==> config.mk <==
export PLATFORM = sky130hd
export DESIGN_NAME = key_conditioner_flat
export DESIGN_NICKNAME = d
export VERILOG_FILES = /design/src/rtl/key_conditioner_if.sv /design/src/rtl/key_conditioner.sv /design/src/flat_wrapper.sv
export SDC_FILE = /design/constraint.sdc
export NUM_CORES = 1
export LEC_CHECK = 0
export ABC_AREA = 1
export BUFFER_PORTS_ARGS = -buffer_cell sky130_fd_sc_hd__buf_2
export CAP_MARGIN = 20
export CORE_MARGIN = 5
export CORE_UTILIZATION = 33
export CTS_BUF_LIST = sky130_fd_sc_hd__clkbuf_2
export DETAILED_ROUTE_END_ITERATION = 8
export MAX_ROUTING_LAYER = met4
export PLACE_DENSITY = 0.5
export SLEW_MARGIN = 20
export SYNTH_ARGS = -nofsm -noshare
export SYNTH_HDL_FRONTEND = slang
export SYNTH_HIERARCHICAL = 1
export SYNTH_SLANG_ARGS = --single-unit
==> constraint.sdc <==
create_clock -name clk -period 3.9 [get_ports clk]
set_clock_uncertainty 0.05 [all_clocks]
set_input_delay 0.39 -clock clk [delete_from_list [all_inputs] [get_ports clk]]
set_output_delay 0.39 -clock clk [all_outputs]
set_load 0.1 [all_outputs]
==> src/rtl/key_conditioner_if.sv <==
// Front-panel key bus: raw active-low buttons in, debounced level and
// single-cycle press pulses out. master = key source/consumer, slave = conditioner.
interface key_conditioner_if #(
    parameter int NKEYS = 4
);
    logic [NKEYS-1:0] key_n;
    logic [NKEYS-1:0] press;
    logic [NKEYS-1:0] level;

    modport master (output key_n, input press, input level);
    modport slave  (input key_n, output press, output level);
endinterface

==> src/rtl/key_conditioner.sv <==
// Per-key synchronizer, debouncer and press-pulse generator with optional auto-repeat.
// Auto-repeat (DELAY/RATE states, rcnt) is compiled in only when KEY_AUTOREPEAT_EN is defined.
module key_conditioner_lane #(
    parameter int DEBOUNCE_CYC     = 500000,
    parameter int REPEAT_DELAY_CYC = 25000000,
    parameter int REPEAT_RATE_CYC  = 5000000,
    parameter bit REPEAT_EN        = 1'b0
) (
    input  logic clk,
    input  logic reset,
    input  logic key_n,
    output logic press,
    output logic level
);
    localparam int CNT_W = $clog2(DEBOUNCE_CYC);

    logic             s1_q, s2_q;
    logic             level_q, level_d;
    logic             press_q, press_d;
    logic [CNT_W-1:0] cnt_q, cnt_d;

    // Counter only runs while the synced input disagrees with the accepted level,
    // so any shorter mismatch run is forgotten on the first agreeing edge.
    always_comb begin
        cnt_d   = '0;
        level_d = level_q;
        if (s2_q != level_q) begin
            if (cnt_q == CNT_W'(DEBOUNCE_CYC - 1)) begin
                level_d = s2_q;
            end else begin
                cnt_d = cnt_q + CNT_W'(1);
            end
        end
    end

    always_ff @(posedge clk) begin
        if (reset) begin
            s1_q    <= 1'b0;
            s2_q    <= 1'b0;
            cnt_q   <= '0;
            level_q <= 1'b0;
            press_q <= 1'b0;
        end else begin
            s1_q    <= ~key_n;
            s2_q    <= s1_q;
            cnt_q   <= cnt_d;
            level_q <= level_d;
            press_q <= press_d;
        end
    end

`ifdef KEY_AUTOREPEAT_EN
    localparam int RMAX   = (REPEAT_DELAY_CYC > REPEAT_RATE_CYC) ? REPEAT_DELAY_CYC : REPEAT_RATE_CYC;
    localparam int RCNT_W = (RMAX > 1) ? $clog2(RMAX) : 1;

    typedef enum logic [1:0] {ST_IDLE, ST_DELAY, ST_RATE} state_t;

    state_t            state_q, state_d;
    logic [RCNT_W-1:0] rcnt_q, rcnt_d;

    // A falling level wins over a terminal count on the same edge: no pulse.
    always_comb begin
        state_d = state_q;
        rcnt_d  = rcnt_q;
        press_d = 1'b0;
        if (!level_d) begin
            state_d = ST_IDLE;
            rcnt_d  = '0;
        end else begin
            case (state_q)
                ST_IDLE: begin
                    if (!level_q) begin
                        press_d = 1'b1;
                        rcnt_d  = '0;
                        state_d = REPEAT_EN ? ST_DELAY : ST_IDLE;
                    end
                end
                ST_DELAY: begin
                    if (rcnt_q == RCNT_W'(REPEAT_DELAY_CYC - 1)) begin
                        press_d = 1'b1;
                        rcnt_d  = '0;
                        state_d = ST_RATE;
                    end else begin
                        rcnt_d = rcnt_q + RCNT_W'(1);
                    end
                end
                ST_RATE: begin
                    if (rcnt_q == RCNT_W'(REPEAT_RATE_CYC - 1)) begin
                        press_d = 1'b1;
                        rcnt_d  = '0;
                    end else begin
                        rcnt_d = rcnt_q + RCNT_W'(1);
                    end
                end
                default: begin
                    state_d = ST_IDLE;
                    rcnt_d  = '0;
                end
            endcase
        end
    end

    always_ff @(posedge clk) begin
        if (reset) begin
            state_q <= ST_IDLE;
            rcnt_q  <= '0;
        end else begin
            state_q <= state_d;
            rcnt_q  <= rcnt_d;
        end
    end
`else
    logic unused_rpt;
    assign unused_rpt = ^{REPEAT_EN, REPEAT_DELAY_CYC[0], REPEAT_RATE_CYC[0]};

    always_comb begin
        press_d = level_d & ~level_q;
    end
`endif

    assign press = press_q;
    assign level = level_q;
endmodule

module key_conditioner #(
    parameter int               NKEYS            = 4,
    parameter int               DEBOUNCE_CYC     = 500000,
    parameter int               REPEAT_DELAY_CYC = 25000000,
    parameter int               REPEAT_RATE_CYC  = 5000000,
    parameter logic [NKEYS-1:0] REPEAT_MASK      = 4'b0110
) (
    input  logic               clk,
    input  logic               reset,
    key_conditioner_if.slave   kif
);
    logic [NKEYS-1:0] press_w;
    logic [NKEYS-1:0] level_w;

    for (genvar i = 0; i < NKEYS; i++) begin : g_lane
        key_conditioner_lane #(
            .DEBOUNCE_CYC     (DEBOUNCE_CYC),
            .REPEAT_DELAY_CYC (REPEAT_DELAY_CYC),
            .REPEAT_RATE_CYC  (REPEAT_RATE_CYC),
            .REPEAT_EN        (REPEAT_MASK[i])
        ) u_lane (
            .clk   (clk),
            .reset (reset),
            .key_n (kif.key_n[i]),
            .press (press_w[i]),
            .level (level_w[i])
        );
    end

    assign kif.press = press_w;
    assign kif.level = level_w;
endmodule

==> src/flat_wrapper.sv <==
// flat-port wrapper written by rule: the top's interface ports become plain ports
module key_conditioner_flat 
#(
    parameter int               NKEYS            = 4,
    parameter int               DEBOUNCE_CYC     = 500000,
    parameter int               REPEAT_DELAY_CYC = 25000000,
    parameter int               REPEAT_RATE_CYC  = 5000000,
    parameter logic [NKEYS-1:0] REPEAT_MASK      = 4'b0110
)
  (clk, reset, kif_key_n, kif_press, kif_level);
  key_conditioner_if #(.NKEYS(NKEYS)) kif_i ();
  input  logic clk;
  input  logic reset;
  input wire logic [$bits(kif_i.key_n)-1:0] kif_key_n;
  output wire logic [$bits(kif_i.press)-1:0] kif_press;
  output wire logic [$bits(kif_i.level)-1:0] kif_level;
  assign kif_i.key_n = kif_key_n;
  assign kif_press = kif_i.press;
  assign kif_level = kif_i.level;
  key_conditioner #(.NKEYS(NKEYS), .DEBOUNCE_CYC(DEBOUNCE_CYC), .REPEAT_DELAY_CYC(REPEAT_DELAY_CYC), .REPEAT_RATE_CYC(REPEAT_RATE_CYC), .REPEAT_MASK(REPEAT_MASK)) u_core (.clk(clk), .reset(reset), .kif(kif_i));
endmodule
==> impl_metrics.csv, run 1 <==
group,metric,value,unit
outcome,status,"completed",
grt,grt_pass1_wl,18800,um
timing,timing.final.crit_share,0.484,
timing,final.setup.tns,0,ns
die,core,14500,um^2
worst_setup_path,crit_path_end_kind,"output pin",
drt,first_iter_violations,213,
logic_synthesis,synth_nets,766,
die,num_io_pins,14,
worst_setup_path,critPathKind,"reg -> out",
grt,grtUsageTotal,0.132,
logic_synthesis,yosys_warnings,6,
logic_synthesis,yosysSeqAreaShare,0.379,
run,max-cap-violations,0,
cells_and_area,antenna_cells,0,
clocking,clockBufferDepth,2,
clocking,cts_tree,"done",
power_and_ir_drop,power.switching,0.000343,W
power_and_ir_drop,comb_power_share,0.018,
clocking,clockRootBuffer,"clkbuf_2",
drt,wirelength,10800,um
timing,final-hold-violation-count,0,
logic_synthesis,synthMuxAreaShare,0,
cells_and_area,nets,790,
timing,setup_ws,2.01,ns
logic_synthesis,synthAdderAreaFrac,0.0103,
power_and_ir_drop,swShare,0.237,
timing,layout_min_cycle_time,1.89,ns
logic_synthesis,netlist_instances,756,
worst_setup_path,slowest_stage,"buf_2",
grt,grt_pass1_vias,4122,
cells_and_area,drive_above_1_share,0.0803,
clocking,cts_sinks,92,
worst_setup_path,crit_fanout,4,
worst_setup_path,cp_data_required_time,3.46,ns
timing,hold_ws,0.118,ns
logic_synthesis,synth_edf_count,0,
timing,max_slew_margin,0.674,
worst_setup_path,worstSetupStartpointType,"flip-flop",
drt,drtPass1Iterations,4,
logic_synthesis,synthSimpleGateAreaFrac,0.431,
drt,ant_nets,0,
clocking,cts_buffers,9,
drt,vias_per_cell,4.60,
grt,antenna_found_initial,0,
die,die_w,131,um
worst_setup_path,arrival,1.45,ns
clocking,cts-htree-levels,3,
power_and_ir_drop,power_density,275,nW/um^2
logic_synthesis,syn-cell-area,4860,um^2
logic_synthesis,ys.flop_type,"dfxtp_1",
placement,portBuffers,13,
die,initial_core_util,0.336,
timing,worstMarginPinSlew,0.492,ns
placement,pre_cts_ws,2.32,ns
timing,drv_slew,0,
logic_synthesis,syn_avg_cell_area,6.43,um^2
timing,rsz0062_at_grt,"false",
logic_synthesis,synth_compound_area_frac,0.0484,
logic_synthesis,ys_ff_latch,92,
logic_synthesis,synth_top_family_by_area,"simple AND/OR/NAND/NOR gates",
grt,grt_max_degree,17,
worst_setup_path,path_buf_inv,1,
logic_synthesis,synth_cell_type_count,19,
power_and_ir_drop,p_leak,1.92,nW
worst_setup_path,path_cells,"buf_2",
clocking,clk_latency,0.57,ns
die,die_h,131,um
clocking,hold_buffers,4,
worst_hold_path,worstHoldPathType,"in -> reg",
clocking,post-cts-setup-buffers,0,
logic_synthesis,synth_xor_area_frac,0.0360,
die,fp-row-count,44,
clocking,clk_pin_slew,0.24,ns
power_and_ir_drop,internal_power,0.00110,W
worst_setup_path,crit_family,"buffers and inverters",
die,die_area,17300,um^2
logic_synthesis,ys_async_sr_fraction,0,
power_and_ir_drop,p_clk_frac,0.324,
drt,post_drt_wl_per_cell,11.2,um
cells_and_area,area_growth,8.13,%
placement,gp_congestion,0.840,
power_and_ir_drop,seq_power_share,0.658,
placement,dp_hpwl,8430,um
grt,grt-ovfl-total,0,
timing,finalSetupViolCount,0,
timing,fmax,530,MHz
power_and_ir_drop,power,0.00145,W
power_and_ir_drop,ir_worst_vdd,156,uV
clocking,cts.repair.resized,0,
drt,dr_total_vias,4458,
drt,drc,0,
worst_setup_path,cpPeakStageDelay,0.45,ns
routing by layer:
metal	global-route usage	up-vias	part of all wire
met5	-	-	0
met4	0.0309	0	0.0084
met3	0.0390	6	0.036
met2	0.209	65	0.46
met1	0.168	2001	0.49
li1	-	2386	-
synthesized netlist by cell type, types with 8 or more instances:
cell type,count,share of area
nor3_1,24,0.025
nor2_2,8,0.010
inv_1,112,0.086
nand2_1,188,0.15
nand2_2,8,0.010
nand4_1,16,0.021
nor2_1,176,0.14
xor2_1,20,0.036
a21oi_1,24,0.025
nand3_1,52,0.053
o21ai_0,8,0.0082
dfxtp_1,92,0.38
layout by cell type, fill, tap and decap left out, types with 13 or more instances in the layout:
master and instances:
nor3_1 24, buf_2 13, nor2_1 176, nand2_1 188, xor2_1 20, nand4_1 16, inv_1 112, dfxtp_1 92
nand3_1 52, a21oi_1 24
logic make-up (layout without fill, tap and decap cells):
family          count (synthesis)  in the layout
compound gates                 36             36
xor+xnor                       20             20
fa+ha+maj                       4              4
buf+inv                       116            145
flops                          92             92
simple gates                  488            488
area by class of cell:
type / count / area, um^2
fill: 1619 / 9220
multi-input combinational: 548 / 2560
sequential: 92 / 1840
inverter: 112 / 420
tap: 184 / 230
timing repair buffer: 17 / 105
clock inverter: 6 / 55.1
clock buffer: 10 / 50.0
stage by stage:
step                       util  cells  area, um^2
after floorplan               -    756        4860
after global placement    0.353    949        5110
after detailed placement  0.353    949        5110
after CTS                 0.363    969        5260
after global routing      0.363    969        5260
final                     0.363    969        5260
flip-flops by register name, summed over array words and instances (netlist names):
name	flops
u_core/g_lane.u_lane/press	4
u_core/g_lane.u_lane/level	4
u_core/g_lane.u_lane/s1_q	4
u_core/g_lane.u_lane/cnt_q	76
u_core/g_lane.u_lane/s2_q	4
path summary, 6_finish.rpt:
check	from	end	slack, ns	cells past startpoint
max	u_core/g_lane[0].u_lane/level	kif_level[0]	2.01	1
min	reset	u_core/g_lane[0].u_lane/s1_q	0.12	2
max reg2reg	u_core/g_lane[1].u_lane/cnt_q[0]	u_core/g_lane[1].u_lane/cnt_q[10]	2.32	6
min reg2reg	u_core/g_lane[2].u_lane/s1_q	u_core/g_lane[2].u_lane/s2_q	0.35	2
power by group through the flow:
stage          sequential [W]  combinational, W  clock (W)
6_report             0.000951         0.0000264   0.000468
5_1_grt              0.000953         0.0000307   0.000540
3_3_place_gp         0.000968         0.0000234          0
2_1_floorplan        0.000968         0.0000169          0
3_5_place_dp         0.000968         0.0000240          0
4_1_cts              0.000951         0.0000270   0.000504
No activity file was read; power rests on OpenSTA's default activity.
==> run 2: changes to the inputs <==
- PLACE_DENSITY: 0.5 -> 0.51
- clock period: 3.9 -> 1.5 ns (I/O delays scaled with it)
==> run 2 against run 1 <==
Combinational power rose to 3.9 times the previous value. Die area did not move. Via count rose by 0.54%. Wire length fell by 0.57%. Register-to-register slack got worse by 2.3 ns. Clock-buffer cell count rose by 1. Final cell count rose by 1.3%. Cell area rose by 8.8%. Sequential power rose to 2.6 times the previous value. Critical endpoint is now u_core/g_lane[2].u_lane/cnt_q[0].
==> impl_metrics.csv, run 2 (synthesis gave the netlist of run 1 again) <==
group,metric,value,unit
outcome,status,"completed",
clocking,cts_tree,"done",
placement,portBuffers,13,
placement,pre_cts_ws,0.0114,ns
grt,grt_pass1_vias,4197,
cells_and_area,layout_commonest_cell,"nand2_1",
clocking,cts-htree-levels,3,
timing,drv_slew,0,
cells_and_area,multiInputGateArea,2730,um^2
cells_and_area,drive_above_1_share,0.154,
clocking,clk_pin_slew,0.25,ns
drt,drc,0,
run,max-cap-violations,0,
grt,grtUsageTotal,0.130,
timing,fmax,669,MHz
cells_and_area,fillers,1583,
cells_and_area,final_cell_mix,"nand2_1 (182), nor2_1 (170), inv_1 (111), dfxtp_1 (65), nand3_1 (51)",
worst_setup_path,crit_fanout,7,
drt,vias_per_cell,4.56,
placement,gp_congestion,0.865,
die,die_area,17300,um^2
cells_and_area,nets,804,
timing,finalSetupViolCount,0,
timing,max_slew_margin,0.755,
power_and_ir_drop,power_density,690,nW/um^2
worst_setup_path,worstSetupStartpointType,"flip-flop",
drt,post_drt_wl_per_cell,11.0,um
worst_setup_path,timing.reg2reg.setup_slack,0.006,ns
worst_hold_path,hold_path_depth,2,
timing,final-hold-violation-count,0,
timing,layout_min_cycle_time,1.49,ns
grt,grt-ovfl-total,0,
cells_and_area,largest_reg_flops,76,
drt,drtPass1Iterations,5,
power_and_ir_drop,power.switching,0.000880,W
power_and_ir_drop,seq_power_share,0.624,
worst_setup_path,cp_data_required_time,1.95,ns
power_and_ir_drop,internal_power,0.00307,W
worst_setup_path,arrival,1.94,ns
drt,dr_total_vias,4482,
clocking,clockRootBuffer,"clkbuf_2",
worst_setup_path,crit_path_end_kind,"flip-flop",
cells_and_area,regArea,1890,um^2
placement,dp_hpwl,8380,um
drt,ant_nets,0,
cells_and_area,antenna_cells,0,
clocking,clk_latency,0.58,ns
power_and_ir_drop,ir_worst_vdd,434,uV
timing,final.setup.tns,0,ns
power_and_ir_drop,p_leak,2.06,nW
clocking,cts_buffers,9,
timing,setup_ws,0.00607,ns
clocking,cts_sinks,92,
die,die_h,131,um
timing,rsz0062_at_grt,"true",
grt,grt_pass1_wl,18500,um
grt,antenna_found_initial,0,
worst_setup_path,r2r_cells,7,
power_and_ir_drop,swShare,0.223,
grt,grt_max_degree,15,
die,fp-row-count,44,
worst_hold_path,worstHoldPathType,"reg -> reg",
power_and_ir_drop,comb_power_share,0.026,
power_and_ir_drop,p_clk_frac,0.349,
worst_setup_path,critPathKind,"reg -> reg",
cells_and_area,top_register,"u_core/g_lane.u_lane/cnt_q",
die,die_w,131,um
cells_and_area,utilization,0.395,
die,num_io_pins,14,
drt,first_iter_violations,261,
timing,worstMarginPinSlew,0.364,ns
drt,wirelength,10800,um
die,core,14500,um^2
die,initial_core_util,0.336,
cells_and_area,area_growth,17.6,%
timing,timing.final.crit_share,0.996,
clocking,clockBufferDepth,2,
## run 2: changes by cell type in the layout (fill, tap and decap cells not counted), moves of 6 or more
cell and delta:
buf_4 +6, nor2_1 -6, nand2_1 -6, nor2_4 +7, buf_6 +6, dfxtp_2 +22, dfxtp_1 -27, buf_2 -8
## run 2: worst paths after layout
path | start | end
max | u_core/g_lane[2].u_lane/cnt_q[1] | u_core/g_lane[2].u_lane/cnt_q[0]
min | u_core/g_lane[1].u_lane/s1_q | u_core/g_lane[1].u_lane/s2_q
max reg2reg | u_core/g_lane[2].u_lane/cnt_q[1] | u_core/g_lane[2].u_lane/cnt_q[0]
min reg2reg | u_core/g_lane[1].u_lane/s1_q | u_core/g_lane[1].u_lane/s2_q
## run 2: power by group through the flow
| stage | clock, W | combinational [W] | sequential (W) |
|---|---|---|---|
| 3_5_place_dp | 0 | 0.0000776 | 0.00251 |
| 5_1_grt | 0.00155 | 0.000116 | 0.00247 |
| 2_1_floorplan | 0 | 0.0000441 | 0.00251 |
| 3_3_place_gp | 0 | 0.0000761 | 0.00251 |
| 4_1_cts | 0.00146 | 0.0000953 | 0.00247 |
| 6_report | 0.00138 | 0.000104 | 0.00246 |
## run 2: per-layer routing
metal / vias up / wire length [um] / global-route usage
li1: 2412 / - / -
met1: 2003 / 5340 / 0.163
met2: 52 / 4990 / 0.209
met3: 15 / 262 / 0.0229
met4: 0 / 187 / 0.0503
met5: - / 0 / -
## run 2: area by class of cell
class,count,share of cell area
inverter,112,0.0735
sequential,92,0.330
clock inverter,4,0.0129
multi-input combinational,548,0.476
clock buffer,11,0.00962
timing repair buffer,31,0.0573
tap,184,0.0402
## run 2: stage by stage
step	cells	hold WS (ns)	total power, W	area [um^2]
after floorplan	756	0.167	0.00255	4880
after global placement	955	0.256	0.00259	5210
after detailed placement	955	0.261	0.00259	5210
after CTS	979	0.325	0.00402	5480
after global routing	982	0.325	0.00414	5720
final	982	0.324	0.00395	5720
## run 2: critical path, stage by stage, from the launching register on
cell	delay, ns
dfxtp_2	0.42
ha_4	0.17
nand2_4	0.06
nor2_4	0.18
nand3_4	0.12
o21bai_4	0.22
clkbuf_16	0.18
nor2_1	0.03
## run 2: repair_timing
| item | in CTS | in global routing |
|---|---|---|
| endpoints found under the hold margin | 14 | 0 |
| buffers inserted | 0 | 2 |
| pin swaps | 0 | 11 |
| cloned | 0 | 1 |
| hold buffers | 9 | 0 |
| gates resized for setup | 16 | 64 |
| setup endpoints to repair | 10 | 83 |
